===== src/rtl/lsu_split_mc.sv =====
// rtl/lsu_split_mc.sv - multi-cycle load/store unit with misaligned-access splitting
module lsu_split_mc #(
  parameter int XLEN     = 32,
  parameter bit SPLIT_EN = 1'b1
) (
  input  logic              clk,
  input  logic              rst_n,
  input  logic              req_valid,
  output logic              req_ready,
  input  logic              req_store,
  input  logic [2:0]        req_funct3,
  input  logic [XLEN-1:0]   req_addr,
  input  logic [XLEN-1:0]   req_wdata,
  output logic              resp_valid,
  output logic [XLEN-1:0]   resp_rdata,
  output logic              resp_err,
  output logic              mem_req,
  input  logic              mem_gnt,
  output logic              mem_we,
  output logic [XLEN-1:0]   mem_addr,
  output logic [XLEN/8-1:0] mem_be,
  output logic [XLEN-1:0]   mem_wdata,
  input  logic              mem_rvalid,
  input  logic [XLEN-1:0]   mem_rdata
);
  localparam int NB = XLEN / 8;
  localparam int OW = $clog2(NB);

  typedef enum logic [2:0] {IDLE, ERR, REQ0, WAIT0, REQ1, WAIT1, RESP} state_t;
  state_t state;

  logic            store_q, split_q;
  logic [2:0]      funct3_q;
  logic [OW-1:0]   off_q;
  logic [XLEN-1:0] base_q, wdata1_q, beat0_q, beat1_q;
  logic [NB-1:0]   be1_q;

  logic [OW-1:0]     off;
  logic [3:0]        size;
  logic              legal, misaligned;
  logic [NB-1:0]     size_mask;
  logic [2*NB-1:0]   be_wide;
  logic [2*XLEN-1:0] wdata_wide;
  logic [XLEN-1:0]   base;

  assign off        = req_addr[OW-1:0];
  assign size       = 4'd1 << req_funct3[1:0];
  assign base       = {req_addr[XLEN-1:OW], {OW{1'b0}}};
  assign misaligned = (5'(off) + 5'(size)) > 5'(NB);

  always_comb begin
    legal = 1'b0;
    if (req_store)
      legal = !req_funct3[2] && (req_funct3[1:0] != 2'b11 || XLEN == 64);
    else
      case (req_funct3)
        3'b000, 3'b001, 3'b010, 3'b100, 3'b101: legal = 1'b1;
        3'b011, 3'b110:                         legal = (XLEN == 64);
        default:                                legal = 1'b0;
      endcase
  end

  // Both beats come from one double-width shift: low half is beat 0, high half beat 1.
  always_comb begin
    size_mask = '0;
    for (int i = 0; i < NB; i++) size_mask[i] = (i < int'(size));
  end
  assign be_wide    = {{NB{1'b0}}, size_mask} << off;
  assign wdata_wide = {{XLEN{1'b0}}, req_wdata} << {off, 3'b000};

  logic [XLEN-1:0] raw, load_ext;
  logic            sign;
  assign raw = XLEN'({beat1_q, beat0_q} >> {off_q, 3'b000});

  always_comb begin
    case (funct3_q[1:0])
      2'd0:    sign = raw[7];
      2'd1:    sign = raw[15];
      2'd2:    sign = raw[31];
      default: sign = raw[XLEN-1];
    endcase
    sign     = sign & ~funct3_q[2];
    load_ext = '0;
    for (int i = 0; i < XLEN; i++) load_ext[i] = (i < (8 << funct3_q[1:0])) ? raw[i] : sign;
  end

  always_ff @(posedge clk) begin
    if (!rst_n) begin
      state      <= IDLE;
      req_ready  <= 1'b1;
      resp_valid <= 1'b0;
      resp_err   <= 1'b0;
      resp_rdata <= '0;
      mem_req    <= 1'b0;
      mem_we     <= 1'b0;
      mem_addr   <= '0;
      mem_be     <= '0;
      mem_wdata  <= '0;
      store_q    <= 1'b0;
      split_q    <= 1'b0;
      funct3_q   <= '0;
      off_q      <= '0;
      base_q     <= '0;
      wdata1_q   <= '0;
      be1_q      <= '0;
      beat0_q    <= '0;
      beat1_q    <= '0;
    end else begin
      resp_valid <= 1'b0;
      resp_err   <= 1'b0;
      resp_rdata <= '0;
      case (state)
        IDLE: begin
          req_ready <= 1'b1;
          if (req_valid && req_ready) begin
            req_ready <= 1'b0;
            store_q   <= req_store;
            split_q   <= misaligned;
            funct3_q  <= req_funct3;
            off_q     <= off;
            base_q    <= base;
            wdata1_q  <= wdata_wide[2*XLEN-1:XLEN];
            be1_q     <= be_wide[2*NB-1:NB];
            beat1_q   <= '0;
            if (!legal || (misaligned && !SPLIT_EN)) begin
              state <= ERR;
            end else begin
              state     <= REQ0;
              mem_req   <= 1'b1;
              mem_we    <= req_store;
              mem_addr  <= base;
              mem_be    <= be_wide[NB-1:0];
              mem_wdata <= wdata_wide[XLEN-1:0];
            end
          end
        end
        ERR: begin
          resp_valid <= 1'b1;
          resp_err   <= 1'b1;
          state      <= IDLE;
        end
        REQ0, REQ1: begin
          if (mem_gnt) begin
            mem_req   <= 1'b0;
            mem_we    <= 1'b0;
            mem_addr  <= '0;
            mem_be    <= '0;
            mem_wdata <= '0;
            state     <= (state == REQ0) ? WAIT0 : WAIT1;
          end
        end
        WAIT0: begin
          if (mem_rvalid) begin
            beat0_q <= mem_rdata;
            if (split_q) begin
              state     <= REQ1;
              mem_req   <= 1'b1;
              mem_we    <= store_q;
              mem_addr  <= base_q + XLEN'(NB);
              mem_be    <= be1_q;
              mem_wdata <= wdata1_q;
            end else begin
              state <= RESP;
            end
          end
        end
        WAIT1: begin
          if (mem_rvalid) begin
            beat1_q <= mem_rdata;
            state   <= RESP;
          end
        end
        RESP: begin
          resp_valid <= 1'b1;
          resp_rdata <= store_q ? '0 : load_ext;
          state      <= IDLE;
        end
        default: state <= IDLE;
      endcase
    end
  end
endmodule


===== config.mk =====
export PLATFORM = sky130hd
export DESIGN_NAME = lsu_split_mc
export DESIGN_NICKNAME = d
export VERILOG_FILES = /design/src/rtl/lsu_split_mc.sv
export SDC_FILE = /design/constraint.sdc
export NUM_CORES = 1
export LEC_CHECK = 0
export CAP_MARGIN = 20
export CORE_ASPECT_RATIO = 0.5
export CORE_UTILIZATION = 52
export CTS_CLUSTER_DIAMETER = 60
export CTS_CLUSTER_SIZE = 12
export DETAILED_ROUTE_END_ITERATION = 8
export PLACE_DENSITY = 0.8
export SETUP_SLACK_MARGIN = 0.1
export SYNTH_ARGS = -nofsm -noshare
export SYNTH_HDL_FRONTEND = slang
export SYNTH_SLANG_ARGS = --single-unit

===== constraint.sdc =====
create_clock -name clk -period 2.6 [get_ports clk]
set_input_delay 0.52 -clock clk [delete_from_list [all_inputs] [get_ports clk]]
set_output_delay 0.52 -clock clk [all_outputs]
set_load 0.02 [all_outputs]

# Word level (Yosys, flattened, before mapping)
# Index checks and enable logic that the tools add are counted.
# word_totals
ram_bits	0
out_inout_bits	105
rom_bits	0
elab_cells	179
register_bits	245
input_bits	105
n_memories	0
latch_bits	0
# classes
magnitude_cmp	37
bitwise	4
div_mod_pow	0
multipliers	0
add_sub_neg	2
reduce_logical	17
shift	5
eq_ne	18
mux	77
# ops
op	count
$lt A6 B32 Y1 const A	16
$mux W32	11
$lt A5 B32 Y1 const A	8
$pmux W32 S3	2
$lt A4 B32 Y1 const A	4
$lt A3 B32 Y1 const A	2
$pmux W32 S2	1
$shl A32 B5 Y64	1
$shr A64 B5 Y32	1
$mux W1	46
$add A32 B3 Y32 const B	1
$lt A1 B32 Y1 const A	1
$lt A2 B32 Y1 const A	1
$shl A4 B2 Y32 const A	1
$mux W4	5
$eq A3 B3 Y1 const B	5
$mux W3	5
$ne A2 B2 Y1 const B	7
$pmux W3 S4	1
$pmux W4 S3	1
$eq A3 B2 Y1 const B	3
$lt A1 B4 Y1 const A	2
$lt A2 B4 Y1 const A	2
$shl A4 B2 Y8	1
other kinds (23)	32

# Logic depth before layout (Yosys ltp)
# Gate-level depths: netlist of the first run.
# depth
word_depth	7
ltp_mapped	10

# Worst setup path before layout of the first run
# OpenSTA, ideal clock, no wires.
# synth_path
path_type	input port to flip-flop
from	input req_addr[1]
to	register split_q
slack_ns	0.401
required_time_ns	2.530
arrival_time_ns	2.128
cell_stages	10
path_cell_list	buf_2 buf_1 clkbuf_1 xnor2_1 ha_1 xor2_1 nor2_1 nor2_1 o211ai_1 a21oi_1
# synth_via
elab_chain_cells	2
# synth_lines
element	line	rtl
start, declared	12	input logic [XLEN-1:0] req_addr,
$add A2 B4 Y5	49	assign misaligned = (5'(off) + 5'(size)) > 5'(NB);
$gt A5 B3 Y1	49	
end signal, assigned	118	split_q <= misaligned;
end, declared	32	logic store_q, split_q;
# Every way passes these cells.
# A chain may end at the register's enable or synchronous reset.

# Worst setup path after layout of the first run
# layout_path
from	register base_q[2]
to	register mem_addr[20]
# layout_via
elab_chain_cells	4
# layout_lines
element	line	rtl
start, declared	35	logic [XLEN-1:0] base_q, wdata1_q, beat0_q, beat1_q;
start signal, assigned	121	base_q <= base;
$add A32 B3 Y32	159	mem_addr <= base_q + XLEN'(NB);
$mux W32	155	if (split_q) begin
$mux W32	153	if (mem_rvalid) begin
$pmux W32 S3	112	case (state)
end signal, assigned	131	mem_addr <= base;
end signal, assigned	159	
end, declared	20	output logic [XLEN-1:0] mem_addr,
# Every way passes these cells. The select of a mux whose other input is x is not followed.

==> impl_metrics.tcl, run 1 <==
set metrics [dict create \
    wl_mm 32.2 \
    tritoncts.num_buffers 22 \
    worst_hold_start "wdata1_q[10]" \
    fin_skew_ns 0.00895 \
    die-area_um2 21100 \
    post_synth_num_cell_types 60 \
    drt.antenna.violating_nets 0 \
    largest_voltage_drop_on_the_vdd_net_uv 648 \
    synthesis.area_per_instance_um2 8.50 \
    crit_path_frequent_cell "sky130_fd_sc_hd__or3_1" \
    ys.warnings.count 0 \
    critPathBufInv 1 \
    gp_congestion 0.946 \
    worstSetupStartpointType "flip-flop" \
    final-max-slew-violation-count 0 \
    slew_headroom_pct 45.1 \
    cts.repair_timing.setup_buffer_count 0 \
    drc 0 \
    hpwlAfterDp_mm 21.7 \
    areaGrowthSynthToFinish_pct 28.2 \
    setup-violations-final 0 \
    cts_max_level 1 \
    timing.critical_path.slowest_stage_cell "sky130_fd_sc_hd__dfxtp_1" \
    routed_via_density 6.14 \
    max_clock_freq_ghz 0.429 \
    final-hold-violation-count 0 \
    grt_setup_unrepaired "false" \
    synth-seq-area-share_pct 42.5 \
    post_cts_hold_buffer_count 0 \
    crit_path_end_kind "flip-flop" \
    timing.critical_path.required_ns 3.05 \
    p_sw_mw 4.96 \
    worst_r2r_path_depth 7 \
    routed_wire_length_per_instance_um 19.2 \
    start_util_pct 53.9 \
    post_route_cells_drive_above_1_share_pct 11.9 \
    fin_crit_ns 2.33 \
    largest_net_degree_at_the_start_of_global_routing 178 \
    timing_worst_setup_path_type "flip-flop to flip-flop" \
    grt_first_pass_wirelength_mm 50.3 \
    max_slew.worst_pin.slew_ns 0.824 \
    maxCapViolations 0 \
    worst_setup_hold_path_clk_slew_ns 0.06 \
    grt_antenna_before_repair 0 \
    n_antenna_cell 0 \
    dr.pass1.iters 5 \
    crit_cells 7 \
    finalCritPeriodShare_pct 89.7 \
    routing_usage_on_met2_pct 51.5 \
    combPwrFrac_pct 41.8 \
    critPathMaxStageDelay_ns 0.48 \
    outcome "completed" \
    hold_slack_final_ns 0.454 \
    crit_arrival_ns 2.78 \
    first_iter_violations 967 \
    crit_start "base_q[2]" \
    timing.critical_path.max_delay_family "simple AND/OR/NAND/NOR gates" \
    detailedPlace.worstSlack_ns -0.0672 \
    r2r-start "base_q[2]" \
    gr-total-overflow 0 \
    placedCellCount 1653 \
    synthesis.instances 1252 \
    cts.repair.resized 0 \
    static-leakage-power_nw 4.57 \
    cts_buffer_depth 3 \
    design.final.nets 1518 \
    floorplan.rows 36 \
    post_route_insts_no_fill 1677 \
    timing.hold.worst_path_depth 2 \
    p_int_mw 8.02 \
    io-pin-count 210 \
    cts-root-buf "sky130_fd_sc_hd__clkbuf_16" \
    synth_area_leader_cell "sky130_fd_sc_hd__dfxtp_1" \
    synth_edf_count 0 \
    holdPathEnd "wdata1_q[10]" \
    n_fill_cell 1555 \
    finalWorstSetupSlack_ns 0.268 \
    core-area_um2 19700 \
    switching_share_pct 38.2 \
    synth_async_sr_flop_share_pct 0 \
    ys_ff_latch 226 \
    die_w_um 204 \
    die_height_um 103 \
    clkSinkCount 226 \
    totalPowerFinal_mw 13.0 \
    netlist_top_cells_area "sky130_fd_sc_hd__dfxtp_1, sky130_fd_sc_hd__a21oi_1, sky130_fd_sc_hd__nand2_1" \
    tritoncts "built" \
    post_synth_top_area_share_pct 42.5 \
    power_density_nw_per_um2 952 \
    capture_instance_of_the_worst_register_to_register_path "mem_addr[20]" \
    globalRoute.busiestLayer "met2" \
    reg2reg_setup_slack_ns 0.27 \
    hold_path.class "flip-flop to flip-flop" \
    vias_in_the_first_global_route 9642 \
    worstSkewPairLatency_ns 0.50 \
    largest_fanout_on_the_critical_path 7 \
    track_usage_pct 29.9 \
    number_of_buffers_inserted_by_port_buffering 207 \
    sequentialPowerShare_pct 36.4 \
    clock_share_of_power_pct 21.7 \
    globalRouteMet3Util_pct 4.84 \
    grt_use_met1_pct 38.7 \
    routed-via-count 10300 \
    cell_breakdown_of_the_critical_path "ha_1, nand4_1, buf_4, or3_1, or3_1, a21oi_1, o221a_2" \
    syn_area_um2 10600 \
    dominantRegCellSynth "sky130_fd_sc_hd__dfxtp_1" \
]
==> cell usage in the layout (no fill, tap or decap), types with 4 or more instances in the layout <==
master,instances
sky130_fd_sc_hd__a211oi_1,43
sky130_fd_sc_hd__a21oi_1,214
sky130_fd_sc_hd__a221oi_1,8
sky130_fd_sc_hd__a22oi_1,38
sky130_fd_sc_hd__a311oi_1,6
sky130_fd_sc_hd__buf_12,6
sky130_fd_sc_hd__buf_4,42
sky130_fd_sc_hd__clkbuf_16,23
sky130_fd_sc_hd__clkdlybuf4s50_1,206
sky130_fd_sc_hd__dfxtp_1,225
sky130_fd_sc_hd__inv_1,9
sky130_fd_sc_hd__mux2_2,25
sky130_fd_sc_hd__mux2i_1,21
sky130_fd_sc_hd__mux4_2,31
sky130_fd_sc_hd__nand2_1,245
sky130_fd_sc_hd__nand3_1,69
sky130_fd_sc_hd__nand4_1,5
sky130_fd_sc_hd__nor2_1,27
sky130_fd_sc_hd__nor2b_1,10
sky130_fd_sc_hd__nor3_1,19
sky130_fd_sc_hd__nor4_1,5
sky130_fd_sc_hd__o21a_1,4
sky130_fd_sc_hd__o21ai_0,25
sky130_fd_sc_hd__o221a_2,13
sky130_fd_sc_hd__o31ai_1,6
sky130_fd_sc_hd__or3_1,5
sky130_fd_sc_hd__or4_1,7
sky130_fd_sc_hd__or4b_2,8
sky130_fd_sc_hd__xnor2_1,9
sky130_fd_sc_hd__xor2_1,8
==> kinds of logic (layout without fill, tap and decap cells) <==
group / after synthesis / count (layout) / share of synthesized area (%)
muxes: 77 / 77 / 11.2
xor gates and xnor gates: 17 / 17 / 1.40
AOI/OAI and AO/OA: 370 / 370 / 21.1
DFF: 226 / 226 / 42.5
buffers and inverters: 131 / 289 / 4.89
adders and majority gates: 3 / 3 / 0.329
and+or+nand+nor: 427 / 427 / 18.5
other: 1 / 2 / 0.0352
==> tightest hold or removal path: stages, from the launching register on <==
cell	delay, ns
sky130_fd_sc_hd__dfxtp_1	0.31
sky130_fd_sc_hd__nand2_1	0.05
sky130_fd_sc_hd__a21oi_1	0.05
==> cell type report <==
type | count | area (um2) | area share, %
multi-input cells | 896 | 5650 | 41.4
flip-flops and latches | 226 | 4530 | 33.2
repair buffers | 255 | 2500 | 18.4
clock buffers | 24 | 589 | 4.32
well taps | 266 | 333 | 2.44
inverters | 10 | 40.0 | 0.294
==> power by group through the flow <==
stage	clock network [mW]	logic (mW)	registers, mW
after floorplan	0	2.67	5.18
after global placement	0	5.26	4.76
after CTS	2.86	5.39	4.72
after global routing	3.02	5.81	4.80
after detailed placement	0	5.37	4.77
final	2.82	5.43	4.73
==> Yosys cell counts, types with 7 or more instances <==
master,n
sky130_fd_sc_hd__mux2i_1,21
sky130_fd_sc_hd__buf_2,10
sky130_fd_sc_hd__clkbuf_1,94
sky130_fd_sc_hd__nand3_1,70
sky130_fd_sc_hd__a22oi_1,38
sky130_fd_sc_hd__buf_1,13
sky130_fd_sc_hd__o21ai_0,25
sky130_fd_sc_hd__nor3_1,19
sky130_fd_sc_hd__inv_1,9
sky130_fd_sc_hd__a221oi_1,8
sky130_fd_sc_hd__nor2b_1,11
sky130_fd_sc_hd__mux2_2,25
sky130_fd_sc_hd__dfxtp_1,226
sky130_fd_sc_hd__a211oi_1,43
sky130_fd_sc_hd__mux4_2,31
sky130_fd_sc_hd__or4_1,7
sky130_fd_sc_hd__a21oi_1,214
sky130_fd_sc_hd__xnor2_1,9
sky130_fd_sc_hd__xor2_1,8
sky130_fd_sc_hd__o221a_2,13
sky130_fd_sc_hd__nand2_1,245
sky130_fd_sc_hd__nor2_1,29
sky130_fd_sc_hd__or4b_2,8
==> worst max path at each step <==
stage,to,slack (ns)
global placement,mem_wdata[29],-0.03
finish,mem_addr[20],0.27
global route,mem_addr[28],0.11
detailed placement,mem_wdata[28],-0.07
CTS,mem_addr[28],0.29
floorplan,split_q,0.40
==> routing by layer <==
metal  wire length (um)  share of wire (%)
met3               2570                8.0
met2              15400                 48
met1              13200                 41
met4               1010                3.2
met5                  0                  0
==> metrics by stage <==
stage / area (um2) / TNS [ns] / util [%]
global placement: 13000 / -0.203 / 66.1
CTS: 13600 / 0 / 69.1
global route: 13600 / 0 / 69.1
detailed placement: 13000 / -0.448 / 66.1
floorplan: 10600 / 0 / -
finish: 13600 / 0 / 69.1
==> sequential cells by signal, indices dropped and copies added, names as in the netlist, 3 cells and up <==
name        cells
beat0_q        32
beat1_q        24
resp_rdata     32
base_q         30
mem_be          4
state           3
mem_addr       30
be1_q           3
wdata1_q       24
mem_wdata      32
funct3_q        3
(Power assumes the default switching activity.)
==> run 2: changes to the inputs <==
Settings changed: CORE_ASPECT_RATIO 0.5 to unset, RECOVER_POWER set to 25, SKIP_CTS_REPAIR_TIMING set to 1.
==> run 2 against run 1 <==
Critical path type unchanged. Power up 1.5%. Sequential cell count unchanged. Count of clock-buffer cells in the layout down 1. Highest routed layer unchanged. Maximum frequency up 2.7%. Non-clock buffer count up 4. Core utilization up 0.28 points. Clock skew up 0.0012 ns. Global-route usage down 0.12 points. Sequential share of layout area down 0.22 points.
==> impl_metrics.tcl, run 2 (synthesized netlist as in run 1, its figures left out) <==
set metrics [dict create \
    io-pin-count 210 \
    slew_headroom_pct 10.4 \
    die_w_um 145 \
    dr.pass1.iters 5 \
    post_route_cells_drive_above_1_share_pct 12.2 \
    die-area_um2 21000 \
    combPwrFrac_pct 41.8 \
    hpwlAfterDp_mm 21.6 \
    finalCritPeriodShare_pct 87.4 \
    floorplan.rows 51 \
    p_int_mw 8.23 \
    crit_arrival_ns 2.72 \
    clkSinkCount 226 \
    wl_mm 32.1 \
    core-area_um2 19800 \
    static-leakage-power_nw 4.61 \
    crit_path_end_kind "flip-flop" \
    grt_first_pass_wirelength_mm 51.1 \
    final-hold-violation-count 0 \
    final_cell_mix "sky130_fd_sc_hd__nand2_1, sky130_fd_sc_hd__dfxtp_1, sky130_fd_sc_hd__a21oi_1, sky130_fd_sc_hd__clkdlybuf4s50_1, sky130_fd_sc_hd__nand3_1" \
    tritoncts "built" \
    totalPowerFinal_mw 13.2 \
    start_util_pct 53.8 \
    largest_voltage_drop_on_the_vdd_net_uv 774 \
    track_usage_pct 29.8 \
    design.final.nets 1523 \
    worst_setup_hold_path_clk_slew_ns 0.06 \
    drt.antenna.violating_nets 0 \
    hold_path.class "primary input to flip-flop" \
    post-route-cell-area_um2 13700 \
    outcome "completed" \
    clock_share_of_power_pct 22.3 \
    timing.critical_path.required_ns 3.05 \
    hold_slack_final_ns 0.374 \
    switching_share_pct 37.5 \
    areaGrowthSynthToFinish_pct 29.0 \
    max_clock_freq_ghz 0.440 \
    worstSetupStartpointType "flip-flop" \
    maxCapViolations 0 \
    number_of_buffers_inserted_by_port_buffering 207 \
    first_iter_violations 991 \
    cts-root-buf "sky130_fd_sc_hd__clkbuf_16" \
    fin_skew_ns 0.0101 \
    drc 0 \
    final_util_pct 69.4 \
    grt_antenna_before_repair 0 \
    n_fill_cell 1577 \
    sequentialPowerShare_pct 35.8 \
    largest_net_degree_at_the_start_of_global_routing 178 \
    placed_cell_area_um2 13100 \
    final-max-slew-violation-count 0 \
    fin_crit_ns 2.27 \
    gr-total-overflow 0 \
    most_common_library_cell_in_the_layout_ignoring_fill_and_taps "sky130_fd_sc_hd__nand2_1" \
    routed-via-count 10300 \
    worstSkewPairLatency_ns 0.51 \
    routed_via_density 6.14 \
    tritoncts.num_buffers 23 \
    cts_max_level 1 \
    cts_buffer_depth 3 \
    vias_in_the_first_global_route 9568 \
    timing_worst_setup_path_type "flip-flop to flip-flop" \
    n_antenna_cell 0 \
    gp_congestion 0.938 \
    p_sw_mw 4.94 \
    setup-violations-final 0 \
    grt_setup_unrepaired "false" \
    max_slew.worst_pin.slew_ns 1.34 \
    routed_wire_length_per_instance_um 19.1 \
    largest_fanout_on_the_critical_path 13 \
    power_density_nw_per_um2 960 \
    biggestRegsByFlops "beat0_q (32), mem_wdata (32), resp_rdata (32)" \
    die_height_um 145 \
]
## run 2: metrics by stage
step           worst slack (ns)  setup TNS (ns)  cells
6_report                  0.329               0   1682
5_1_grt                   0.167               0   1682
4_1_cts                   0.341               0   1682
3_5_place_dp             -0.175           -5.73   1656
3_3_place_gp             -0.132           -3.34   1656
2_1_floorplan             0.401               0   1253
## run 2: power by group through the flow
| stage | logic (mW) | clock network [mW] | registers, mW |
|---|---|---|---|
| 2_1_floorplan | 2.67 | 0 | 5.18 |
| 3_3_place_gp | 5.36 | 0 | 4.76 |
| 3_5_place_dp | 5.47 | 0 | 4.77 |
| 4_1_cts | 5.49 | 2.97 | 4.71 |
| 5_1_grt | 5.91 | 3.10 | 4.81 |
| 6_report | 5.51 | 2.94 | 4.72 |
## run 2: critical path: stages (launching register included)
cell	delay, ns
sky130_fd_sc_hd__dfxtp_1	0.43
sky130_fd_sc_hd__nand4_2	0.22
sky130_fd_sc_hd__or4_4	0.64
sky130_fd_sc_hd__or4_1	0.54
sky130_fd_sc_hd__a21oi_1	0.18
sky130_fd_sc_hd__o221a_2	0.20
## run 2: path summary, 6_finish.rpt
path	cells past startpoint	slack (ns)	from	end
max reg2reg	5	0.33	base_q[12]	mem_addr[26]
min reg2reg	2	0.45	wdata1_q[8]	wdata1_q[8]
min	3	0.37	req_addr[1]	wdata1_q[11]
max	5	0.33	base_q[12]	mem_addr[26]
## run 2: layer usage
metal	share of wire [%]	vias up	GRT usage (%)	wire length (um)
met5	0	-	0	0
met4	2.9	0	8.88	918
met3	9.7	59	5.09	3100
met2	47	543	47.6	15100
met1	41	4895	41.1	13000
li1	-	4832	-	-
## run 2: cell type report
| type | instances | area, um2 | area share, % |
|---|---|---|---|
| clock buffer | 23 | 576 | 4.19 |
| clock inverter | 3 | 43.8 | 0.319 |
| inverter | 10 | 38.8 | 0.283 |
| sequential | 226 | 4530 | 33.0 |
| timing repair buffer | 259 | 2570 | 18.7 |
| multi-input combinational | 896 | 5640 | 41.1 |
| tap | 265 | 332 | 2.42 |
==> run 3: changes to the inputs <==
Settings changed: ABC_AREA set to 0.
==> results of run 3 <==
Same layout as run 2: the final DEF is identical, and so are final timing and power.
